[src/rtl/key_event_decoder_if.sv]
// Key event bundle: the debounced key level going into the decoder and the
// single-cycle event pulses plus held level coming out of it.
// master = decoder side, slave = consumer side (control FSMs / stimulus).
interface key_event_decoder_if;
  logic key_db;
  logic press_pulse;
  logic release_pulse;
  logic click_pulse;
  logic long_pulse;
  logic repeat_pulse;
  logic key_held;

  modport master (
    input  key_db,
    output press_pulse, release_pulse, click_pulse, long_pulse, repeat_pulse, key_held
  );

  modport slave (
    output key_db,
    input  press_pulse, release_pulse, click_pulse, long_pulse, repeat_pulse, key_held
  );
endinterface

[src/rtl/key_event_decoder.sv]
// key_event_decoder: turns the debounced key level into registered one-cycle
// events (press, release, click, long press, auto-repeat). All timing is in
// clk_100kHz ticks.
// Optional feature macro: KEY_REPEAT_EN (auto-repeat while held after a long
// press). Without it repeat_pulse is constant 0 and the hold counter rests at 0
// in LONG.
module key_event_decoder #(
  parameter int LONG_TICKS   = 100000,
  parameter int REPEAT_TICKS = 20000,
  parameter int CNT_W        = 17
) (
  input  logic             clk_100kHz,
  input  logic             rst,
  key_event_decoder_if.master ev
);

  typedef enum logic [1:0] {
    IDLE    = 2'd0,
    PRESSED = 2'd1,
    LONG    = 2'd2
  } state_t;

  localparam logic [CNT_W-1:0] LONG_LAST = CNT_W'(LONG_TICKS - 1);

  // The counter must reach both thresholds without wrapping.
  localparam bit PARAMS_OK = ((64'd1 << CNT_W) > 64'(LONG_TICKS)) &&
                             ((64'd1 << CNT_W) > 64'(REPEAT_TICKS)) &&
                             (LONG_TICKS > 0) && (REPEAT_TICKS > 0);
  if (!PARAMS_OK) begin : g_bad_params
    $error("key_event_decoder: CNT_W too small or tick parameter not positive");
  end

`ifdef KEY_REPEAT_EN
  localparam logic [CNT_W-1:0] REPEAT_LAST = CNT_W'(REPEAT_TICKS - 1);
`endif

  state_t           state_q, state_d;
  logic [CNT_W-1:0] hold_cnt_q, hold_cnt_d;
  logic             key_q;
  logic             press_q, press_d;
  logic             release_q, release_d;
  logic             click_q, click_d;
  logic             long_q, long_d;
  logic             repeat_q, repeat_d;
  logic             rise, fall;

  assign rise = ev.key_db & ~key_q;
  assign fall = ~ev.key_db & key_q;

  // State, hold counter, key history and registered event outputs
  always_ff @(posedge clk_100kHz) begin
    if (rst) begin
      state_q    <= IDLE;
      hold_cnt_q <= '0;
      key_q      <= 1'b0;
      press_q    <= 1'b0;
      release_q  <= 1'b0;
      click_q    <= 1'b0;
      long_q     <= 1'b0;
      repeat_q   <= 1'b0;
    end else begin
      state_q    <= state_d;
      hold_cnt_q <= hold_cnt_d;
      key_q      <= ev.key_db;
      press_q    <= press_d;
      release_q  <= release_d;
      click_q    <= click_d;
      long_q     <= long_d;
      repeat_q   <= repeat_d;
    end
  end

  // Next-state and event decode; a fall always wins over a same-edge threshold
  always_comb begin
    state_d    = state_q;
    hold_cnt_d = hold_cnt_q;
    press_d    = 1'b0;
    release_d  = 1'b0;
    click_d    = 1'b0;
    long_d     = 1'b0;
    repeat_d   = 1'b0;

    case (state_q)
      IDLE: begin
        hold_cnt_d = '0;
        if (rise) begin
          press_d = 1'b1;
          state_d = PRESSED;
        end
      end

      PRESSED: begin
        if (fall) begin
          release_d  = 1'b1;
          click_d    = 1'b1;
          hold_cnt_d = '0;
          state_d    = IDLE;
        end else if (ev.key_db && (hold_cnt_q == LONG_LAST)) begin
          long_d     = 1'b1;
          hold_cnt_d = '0;
          state_d    = LONG;
        end else begin
          hold_cnt_d = hold_cnt_q + 1'b1;
        end
      end

      LONG: begin
        if (fall) begin
          release_d  = 1'b1;
          hold_cnt_d = '0;
          state_d    = IDLE;
        end else begin
`ifdef KEY_REPEAT_EN
          if (ev.key_db && (hold_cnt_q == REPEAT_LAST)) begin
            repeat_d   = 1'b1;
            hold_cnt_d = '0;
          end else begin
            hold_cnt_d = hold_cnt_q + 1'b1;
          end
`else
          hold_cnt_d = '0;
`endif
        end
      end

      default: begin
        hold_cnt_d = '0;
        state_d    = IDLE;
      end
    endcase
  end

  assign ev.press_pulse   = press_q;
  assign ev.release_pulse = release_q;
  assign ev.click_pulse   = click_q;
  assign ev.long_pulse    = long_q;
  assign ev.repeat_pulse  = repeat_q;
  assign ev.key_held      = (state_q != IDLE);

endmodule

[src/flat_wrapper.sv]
// flat-port wrapper written by rule: the top's interface ports become plain ports
module key_event_decoder_flat 
#(
  parameter int LONG_TICKS   = 100000,
  parameter int REPEAT_TICKS = 20000,
  parameter int CNT_W        = 17
)
  (clk_100kHz, rst, ev_key_db, ev_press_pulse, ev_release_pulse, ev_click_pulse, ev_long_pulse, ev_repeat_pulse, ev_key_held);
  key_event_decoder_if ev_i ();
  input  logic clk_100kHz;
  input  logic rst;
  input wire logic [$bits(ev_i.key_db)-1:0] ev_key_db;
  output wire logic [$bits(ev_i.press_pulse)-1:0] ev_press_pulse;
  output wire logic [$bits(ev_i.release_pulse)-1:0] ev_release_pulse;
  output wire logic [$bits(ev_i.click_pulse)-1:0] ev_click_pulse;
  output wire logic [$bits(ev_i.long_pulse)-1:0] ev_long_pulse;
  output wire logic [$bits(ev_i.repeat_pulse)-1:0] ev_repeat_pulse;
  output wire logic [$bits(ev_i.key_held)-1:0] ev_key_held;
  assign ev_i.key_db = ev_key_db;
  assign ev_press_pulse = ev_i.press_pulse;
  assign ev_release_pulse = ev_i.release_pulse;
  assign ev_click_pulse = ev_i.click_pulse;
  assign ev_long_pulse = ev_i.long_pulse;
  assign ev_repeat_pulse = ev_i.repeat_pulse;
  assign ev_key_held = ev_i.key_held;
  key_event_decoder #(.LONG_TICKS(LONG_TICKS), .REPEAT_TICKS(REPEAT_TICKS), .CNT_W(CNT_W)) u_core (.clk_100kHz(clk_100kHz), .rst(rst), .ev(ev_i));
endmodule
[config.mk]
export PLATFORM = sky130hd
export DESIGN_NAME = key_event_decoder_flat
export DESIGN_NICKNAME = d
export VERILOG_FILES = /design/src/rtl/key_event_decoder_if.sv /design/src/rtl/key_event_decoder.sv /design/src/flat_wrapper.sv
export SDC_FILE = /design/constraint.sdc
export NUM_CORES = 1
export LEC_CHECK = 0
export ABC_AREA = 1
export CORE_UTILIZATION = 45
export CTS_CLUSTER_SIZE = 20
export DETAILED_ROUTE_END_ITERATION = 10
export GPL_TIMING_DRIVEN = 0
export HOLD_SLACK_MARGIN = 0.03
export PLACE_DENSITY_LB_ADDON = 0.3
export SYNTH_ARGS = -nofsm -noshare
export SYNTH_HDL_FRONTEND = slang
export SYNTH_SLANG_ARGS = --single-unit
export TNS_END_PERCENT = 5
[constraint.sdc]
create_clock -name clk_100kHz -period 1.3 [get_ports clk_100kHz]
set_input_delay 0.26 -clock clk_100kHz [delete_from_list [all_inputs] [get_ports clk_100kHz]]
set_output_delay 0.26 -clock clk_100kHz [all_outputs]
set_load 0.005 [all_outputs]
Yosys cells after proc, flatten, opt, wreduce, memory -nomap -nowiden
Cells that the tools add are included.

storage, ports and cells
  flip-flop bits (word level) = 24
  word-level logic and storage cells = 39
  output and inout bits = 6

operators by class
  add/subtract/negate cells = 1
  equality and inequality tests = 6
  bitwise operators = 7
  reductions and logical operators = 10
  muxes and demuxes = 8

operator list
  kind                                                    number
  adder 17 x 1 -> 17 bit (second input constant)          1
  == test 17 bit (second input constant)                  1
  two-way mux 2 bit                                       4
  OR reduction 2 bit                                      4
  one-hot mux 2 bit (3 select lines)                      1
  inverter 1 bit                                          5
  inequality test 2 x 1 -> 1 bit (second input constant)  2
  OR reduction 4 bit                                      1
  two-way mux 1 bit                                       3
  inequality test 3 x 1 -> 1 bit (second input constant)  1
  AND reduction 3 bit                                     1
  OR reduction 3 bit                                      1
  AND 1 bit                                               2
  == test 2 x 1 -> 1 bit (second input constant)          1
  == test 2 bit (second input constant)                   1
  logical NOT 2 bit                                       1
  nonzero test 2 bit                                      1
  logical AND 1 bit                                       1

Longest topological paths before layout
Gate-level depths: netlist of run 1.

  word-level depth = 5
  depth in mapped cells = 10
  depth with buffers taken out = 10

Worst setup path after synthesis of run 1
No wires, ideal clock.

  path kind = flip-flop to flip-flop
  start = register u_core.hold_cnt_q[0]
  end = register u_core.hold_cnt_q[15]
  arrival time = 1.224 ns
  period minus slack after synthesis = 1.338 ns
  cell stages (with the launch flop) = 10
  data required time = 1.185 ns
  setup slack = -0.038 ns
  setup time = 0.115 ns
  path buffers = 1
  cell sequence = dfxtp_1 > ha_1 > nand2_2 > nor2_8 > inv_2 > nor2_2 > nand2_2 > nand3_4 > buf_6 > nor2_1

on the way
  cells in the longest elaborated chain, start to end = 3

RTL lines
  item                                                                            line                     source
  start: declaration                                                              key_event_decoder.sv:38  logic [CNT_W-1:0] hold_cnt_q, hold_cnt_d;
  start signal: assignment                                                        key_event_decoder.sv:63  hold_cnt_q <= hold_cnt_d;
  parallel branches: the longest is 3 deep, another holds adder 17 x 1 -> 17 bit  -

Parallel ways; which one is timed is not known.
A chain may end at the register's enable or synchronous reset.

Worst setup path in the final report of run 1
  start = register u_core.hold_cnt_q[0]
  end = register u_core.hold_cnt_q[11]

Same word-level chain as after synthesis.

==> reports/metrics.yaml, run 1 <==
synth:
  yosys_warnings: 0
  synth_cells: 148
  yosysTopAreaCell: "dfxtp_1"
  synthFlopType: "dfxtp_1"
  synthTopCellsByCount: "nor2_1, dfxtp_1, nand2_1"
  ys_seq_elements: 24
  netlist_area_sq_um: 1170
  syn_nets: 155
  synth.avg_cell_area_sq_um: 7.89
  synth_area_leaders: "dfxtp_1, nor2_1, nand2_1, inv_1, xor2_1"
  ys_types: 26
  yosysMostFrequentCell: "nor2_1"
  synth.top_cell.area_share: 0.412
  async_flop_share: 0
  ys_seq_area_frac: 0.412
  synth-edff-count: 0
setup_path:
  endpoint_kind: "flop"
  cp.arrival_ps: 1570
  worstSetupPathType: "flop to flop"
  startpoint_type: "flop"
  cp_data_required_time_ps: 1530
  path_max_fanout: 8
finish:
  layout-drive-gt1-share: 0.279
  final_core_utilization: 0.575
  n_fill_cell: 231
  fin_cells: 195
  area.growth.synth_to_final_pct: 21.0
  post-route-cell-area_sq_um: 1410
  nets: 173
  antenna_cells: 0
flow_run:
  drv_cap: 0
clock_tree:
  cts_tree: "built"
  cts_inserted_buffers: 3
  cts_htree_levels: 1
  root_buffer: "clkbuf_4"
  clockBufferDepth: 2
  clk_pin_slew_ps: 130
  cts.sinks: 24
  postCtsHoldBufs: 0
  worstSkewPairLatency_ps: 320
timing:
  finClkSkew_ps: 5.22
  rsz0062_at_grt: "true"
  finalCritPeriodShare: 1.03
  period_needed_ps: 1340
  max_freq_ghz: 0.747
  hold_violations: 0
  slew_viol_final: 0
  finalSetupViolCount: 13
  hold_slack_ps: 457
  setup_tns_ps: -275
  fin_ws_ps: -38.1
floorplan:
  fp.dieW_um: 52.9
  num_io_pins: 9
  core.rowCount: 18
  die_y_um: 52.9
  start_util: 0.476
  core-area_sq_um: 2450
  dieArea_sq_um: 2800
global_route:
  grt_antenna_before_repair: 0
  grt_max_degree: 14
  grt_pass1_wl_um: 3440
  grt.overflow.total: 0
  grt_pass1_vias: 858
  gr-usage-all-layers: 0.169
drt:
  drt_wl_total_um: 2090
  viasPerCell: 4.83
  dr.pass1.iters: 4
  wire_per_inst_um: 10.7
  ant_nets: 0
  num_vias: 942
  route.detailed.drc: 0
  drtIter0Drc: 12
power:
  ir_worst_vdd_mv: 0.863
  total_power_mw: 1.87
  leakagePower_nw: 0.514
  powerDensity_nw_per_um2: 1330
placement:
  port-buffer-count: 7
  dp_slack_ps: -319
  gp_congestion: 0.796
  dpl-instance-area_sq_um: 1300
  hpwl_um: 1560
  placed_cells: 185
hold_path:
  min_path_type: "flop to flop"
outcome:
  failed_checks: "setup timing"
  status: "complete, but fails checks"
## flip-flops by register name, indices dropped and copies added, names as in the netlist
name	count
u_core.state_q	2
u_core.ev.press_pulse	1
u_core.ev.click_pulse	1
u_core.ev.release_pulse	1
u_core.ev.long_pulse	1
u_core.key_q	1
u_core.hold_cnt_q	17
## what timing repair did
action	CTS	global route
buffers inserted	2	3
gates cloned	0	1
endpoints found under the setup margin	21	17
resized for setup	19	8
pin swaps	6	3
## kinds of logic after synthesis
logic type | after synthesis | share of synthesized area
DFF | 24 | 0.412
and+or+nand+nor | 80 | 0.356
xor gates and xnor gates | 10 | 0.0750
buffers and inverters | 21 | 0.0772
AOI/OAI and AO/OA | 8 | 0.0343
other | 1 | 0.00321
adders and majority gates | 4 | 0.0429
## layer usage
| layer | vias up | wire length (um) | global-route usage | part of all wire |
|---|---|---|---|---|
| met1 | 432 | 935 | 0.196 | 0.45 |
| met4 | 0 | 25 | 0.0526 | 0.012 |
| met2 | 10 | 1070 | 0.306 | 0.51 |
| li1 | 496 | - | - | - |
| met3 | 4 | 59 | 0.0345 | 0.028 |
| met5 | - | 0 | 0 | 0 |
## final cells by class
| type | count | area [sq um] | area share |
|---|---|---|---|
| buffer | 2 | 18.8 | 0.0133 |
| clock buffer | 4 | 36.3 | 0.0257 |
| inverter | 19 | 76.3 | 0.0540 |
| multi-input combinational | 103 | 639 | 0.453 |
| sequential | 24 | 493 | 0.349 |
| tap | 30 | 37.5 | 0.0266 |
| timing repair buffer | 13 | 111 | 0.0788 |
## critical path, cell delays in order, from the launching register on
cell     delay (ps)
dfxtp_2         380
ha_4            140
nand2_4          60
nor2_8          130
inv_4            60
nor2_4           70
nand2_2          90
nand3_4         120
buf_4           160
nor2_1           40
## cells in the final DEF (no fill, tap or decap), types with 2 or more instances in the layout
cell type and n:
buf_6 2, nor3_1 4, nand4_1 4, dfxtp_2 10
inv_2 4, ha_4 2, dlygate4sd2_1 4, clkdlybuf4s50_1 2
nand3_2 2, xor2_1 6, nand2_2 3, nand3_1 6
nor2_4 4, xnor2_1 4, nor2_1 30, inv_4 2
inv_1 13, o21ai_0 3, ha_1 2, buf_4 7
nand2_1 17, nor4_1 2, a21oi_1 5, nor2_2 2
clkbuf_4 3, dfxtp_1 14
## where the power goes
group	internal, mW	switching [mW]
registers	0.794	0.0323
logic	0.315	0.335
clock network	0.171	0.224
## final timing paths
kind | from | end | slack [ps] | depth (start not counted)
worst min-delay path | u_core.key_q | u_core.ev.press_pulse | 460 | 1
worst min register to register | u_core.key_q | u_core.ev.press_pulse | 460 | 1
worst max-delay path | u_core.hold_cnt_q[0] | u_core.hold_cnt_q[11] | -40 | 9
worst max register to register | u_core.hold_cnt_q[0] | u_core.hold_cnt_q[11] | -40 | 9
Power figures use the tool's default switching activity.
==> run 2: changes to the inputs <==
--- a/config.mk
+++ b/config.mk
@@ -7,11 +7,13 @@
 export LEC_CHECK = 0
 export ABC_AREA = 1
 export CORE_UTILIZATION = 45
+export CTS_CLUSTER_DIAMETER = 120
 export CTS_CLUSTER_SIZE = 20
 export DETAILED_ROUTE_END_ITERATION = 10
 export GPL_TIMING_DRIVEN = 0
-export HOLD_SLACK_MARGIN = 0.03
+export HOLD_SLACK_MARGIN = 0.02
 export PLACE_DENSITY_LB_ADDON = 0.3
+export RECOVER_POWER = 25
 export SYNTH_ARGS = -nofsm -noshare
 export SYNTH_HDL_FRONTEND = slang
 export SYNTH_SLANG_ARGS = --single-unit
==> run 2 against run 1 <==
The flow still finishes with violations (setup timing). Combinational power barely moved. Sequential power barely moved. Cell count did not move. Via count did not move. Critical path type unchanged. Largest power group unchanged. Highest routed layer unchanged.
==> reports/metrics.yaml, run 2 (synthesis gave the netlist of run 1 again) <==
outcome:
  status: "complete, but fails checks"
  failed_checks: "setup timing"
clock_tree:
  worstSkewPairLatency_ps: 320
  cts_inserted_buffers: 3
  clk_pin_slew_ps: 130
  postCtsHoldBufs: 0
  cts.sinks: 24
  cts_htree_levels: 1
  clockBufferDepth: 2
  root_buffer: "clkbuf_4"
  cts_tree: "built"
finish:
  final_cell_mix: "nor2_1, nand2_1, dfxtp_1, inv_1, dfxtp_2"
  top_register: "u_core.hold_cnt_q"
  area.growth.synth_to_final_pct: 20.9
  final_common_cell: "nor2_1"
  nets: 173
  largest_reg_flops: 17
  reg_top3: "u_core.hold_cnt_q: 17 flops, u_core.state_q: 2 flops"
  fin_cells: 195
  layout-drive-gt1-share: 0.273
  antenna_cells: 0
hold_path:
  hold_path_end: "u_core.ev.press_pulse"
  min_path_type: "flop to flop"
  min_from: "u_core.key_q"
  hold_depth: 1
placement:
  port-buffer-count: 7
  placed_cells: 185
  gp_congestion: 0.796
  hpwl_um: 1560
drt:
  dr.pass1.iters: 4
  wire_per_inst_um: 10.7
  met1_length_um: 935
  drtIter0Drc: 12
  wl_met3_um: 59
  highest_layer: "met4"
  viasPerCell: 4.83
  num_vias: 942
  ant_nets: 0
  met2WireLength_um: 1070
  drt_wl_total_um: 2090
  route.detailed.drc: 0
timing:
  max_freq_ghz: 0.747
  finalCritPeriodShare: 1.03
  hold_violations: 0
  setup_tns_ps: -331
  rsz0062_at_grt: "true"
  finalSetupViolCount: 14
  slew_viol_final: 0
  period_needed_ps: 1340
  finClkSkew_ps: 5.22
  fin_ws_ps: -38.1
setup_path:
  r2r_start: "u_core.hold_cnt_q[0]"
  cpPeakStageDelay_ps: 380
  worstPathCellList: "ha_4, nand2_4, nor2_8, inv_4, nor2_4, nand2_2, nand3_4, buf_4, nor2_1"
  r2r_setup_slack_ps: -40
  critical-path-top-delay-family: "simple AND/OR/NAND/NOR gates"
  crit_buf_inv: 2
  worstSetupPathType: "flop to flop"
  r2r-end: "u_core.hold_cnt_q[11]"
  endpoint_kind: "flop"
  startpoint_type: "flop"
  cp_data_required_time_ps: 1530
  worst-r2r-cell-count: 9
  path_max_fanout: 8
  cp.arrival_ps: 1570
  slowest_stage: "dfxtp_2"
  crit_path_start: "u_core.hold_cnt_q[0]"
power:
  powerDensity_nw_per_um2: 1320
  leakagePower_nw: 0.513
  total_power_mw: 1.87
  ir_worst_vdd_mv: 0.863
global_route:
  grt_pass1_wl_um: 3440
  grt_antenna_before_repair: 0
  grt.overflow.total: 0
  grt_max_degree: 14
  grt_pass1_vias: 858
  gr-usage-all-layers: 0.169
floorplan:
  num_io_pins: 9
  dieArea_sq_um: 2800
  core-area_sq_um: 2450
  die_y_um: 52.9
  start_util: 0.476
  fp.dieW_um: 52.9
  core.rowCount: 18
flow_run:
  drv_cap: 0
==> run 2: cell counts in the layout (fill, tap and decap cells not counted) <==
No cell type changed its count.
==> run 2: layout make-up <==
cell class,instances,area (sq um)
Tap cell,30,37.5
Inverter,19,76.3
Sequential cell,24,492
Timing Repair Buffer,13,111
Multi-Input combinational cell,103,639
Fill cell,232,1040
Clock buffer,4,36.3
Buffer,2,18.8
==> run 2: worst max-delay path by stage <==
| stage | endpoint | slack, ps | cells after the start |
|---|---|---|---|
| after floorplan | u_core.hold_cnt_q[15] | 40 | 9 |
| after global placement | u_core.hold_cnt_q[9] | -310 | 6 |
| after detailed placement | u_core.hold_cnt_q[4] | -320 | 6 |
| after CTS | u_core.hold_cnt_q[4] | -80 | 9 |
| after global routing | u_core.hold_cnt_q[12] | -130 | 7 |
| final | u_core.hold_cnt_q[11] | -40 | 9 |
==> run 2: routing by layer <==
metal / global-route usage / up-vias
met5: 0 / -
met4: 0.0526 / 0
met3: 0.0345 / 4
met2: 0.306 / 10
met1: 0.196 / 432
li1: - / 496
==> run 2: metrics by stage <==
| step | utilization | hold WS [ps] | setup slack [ps] | area, sq um |
|---|---|---|---|---|
| final | 0.575 | 457 | -38.1 | 1410 |
| after CTS | 0.557 | 452 | -79.7 | 1370 |
| after floorplan | - | 332 | 37.8 | 1190 |
| after detailed placement | 0.529 | 434 | -319 | 1300 |
| after global placement | 0.529 | 426 | -306 | 1300 |
| after global routing | 0.575 | 495 | -127 | 1410 |
==> run 2: power breakdown <==
part / internal [mW] / switching [mW]
clock network: 0.171 / 0.224
registers: 0.790 / 0.0323
logic: 0.315 / 0.335
total: 1.28 / 0.592
==> run 2: timing repair <==
| action | in CTS | in global routing |
|---|---|---|
| endpoints found under the setup margin | 21 | 17 |
| pin swaps | 6 | 3 |
| setup buffers | 2 | 3 |
| cloned | 0 | 1 |
| resized for setup | 19 | 8 |
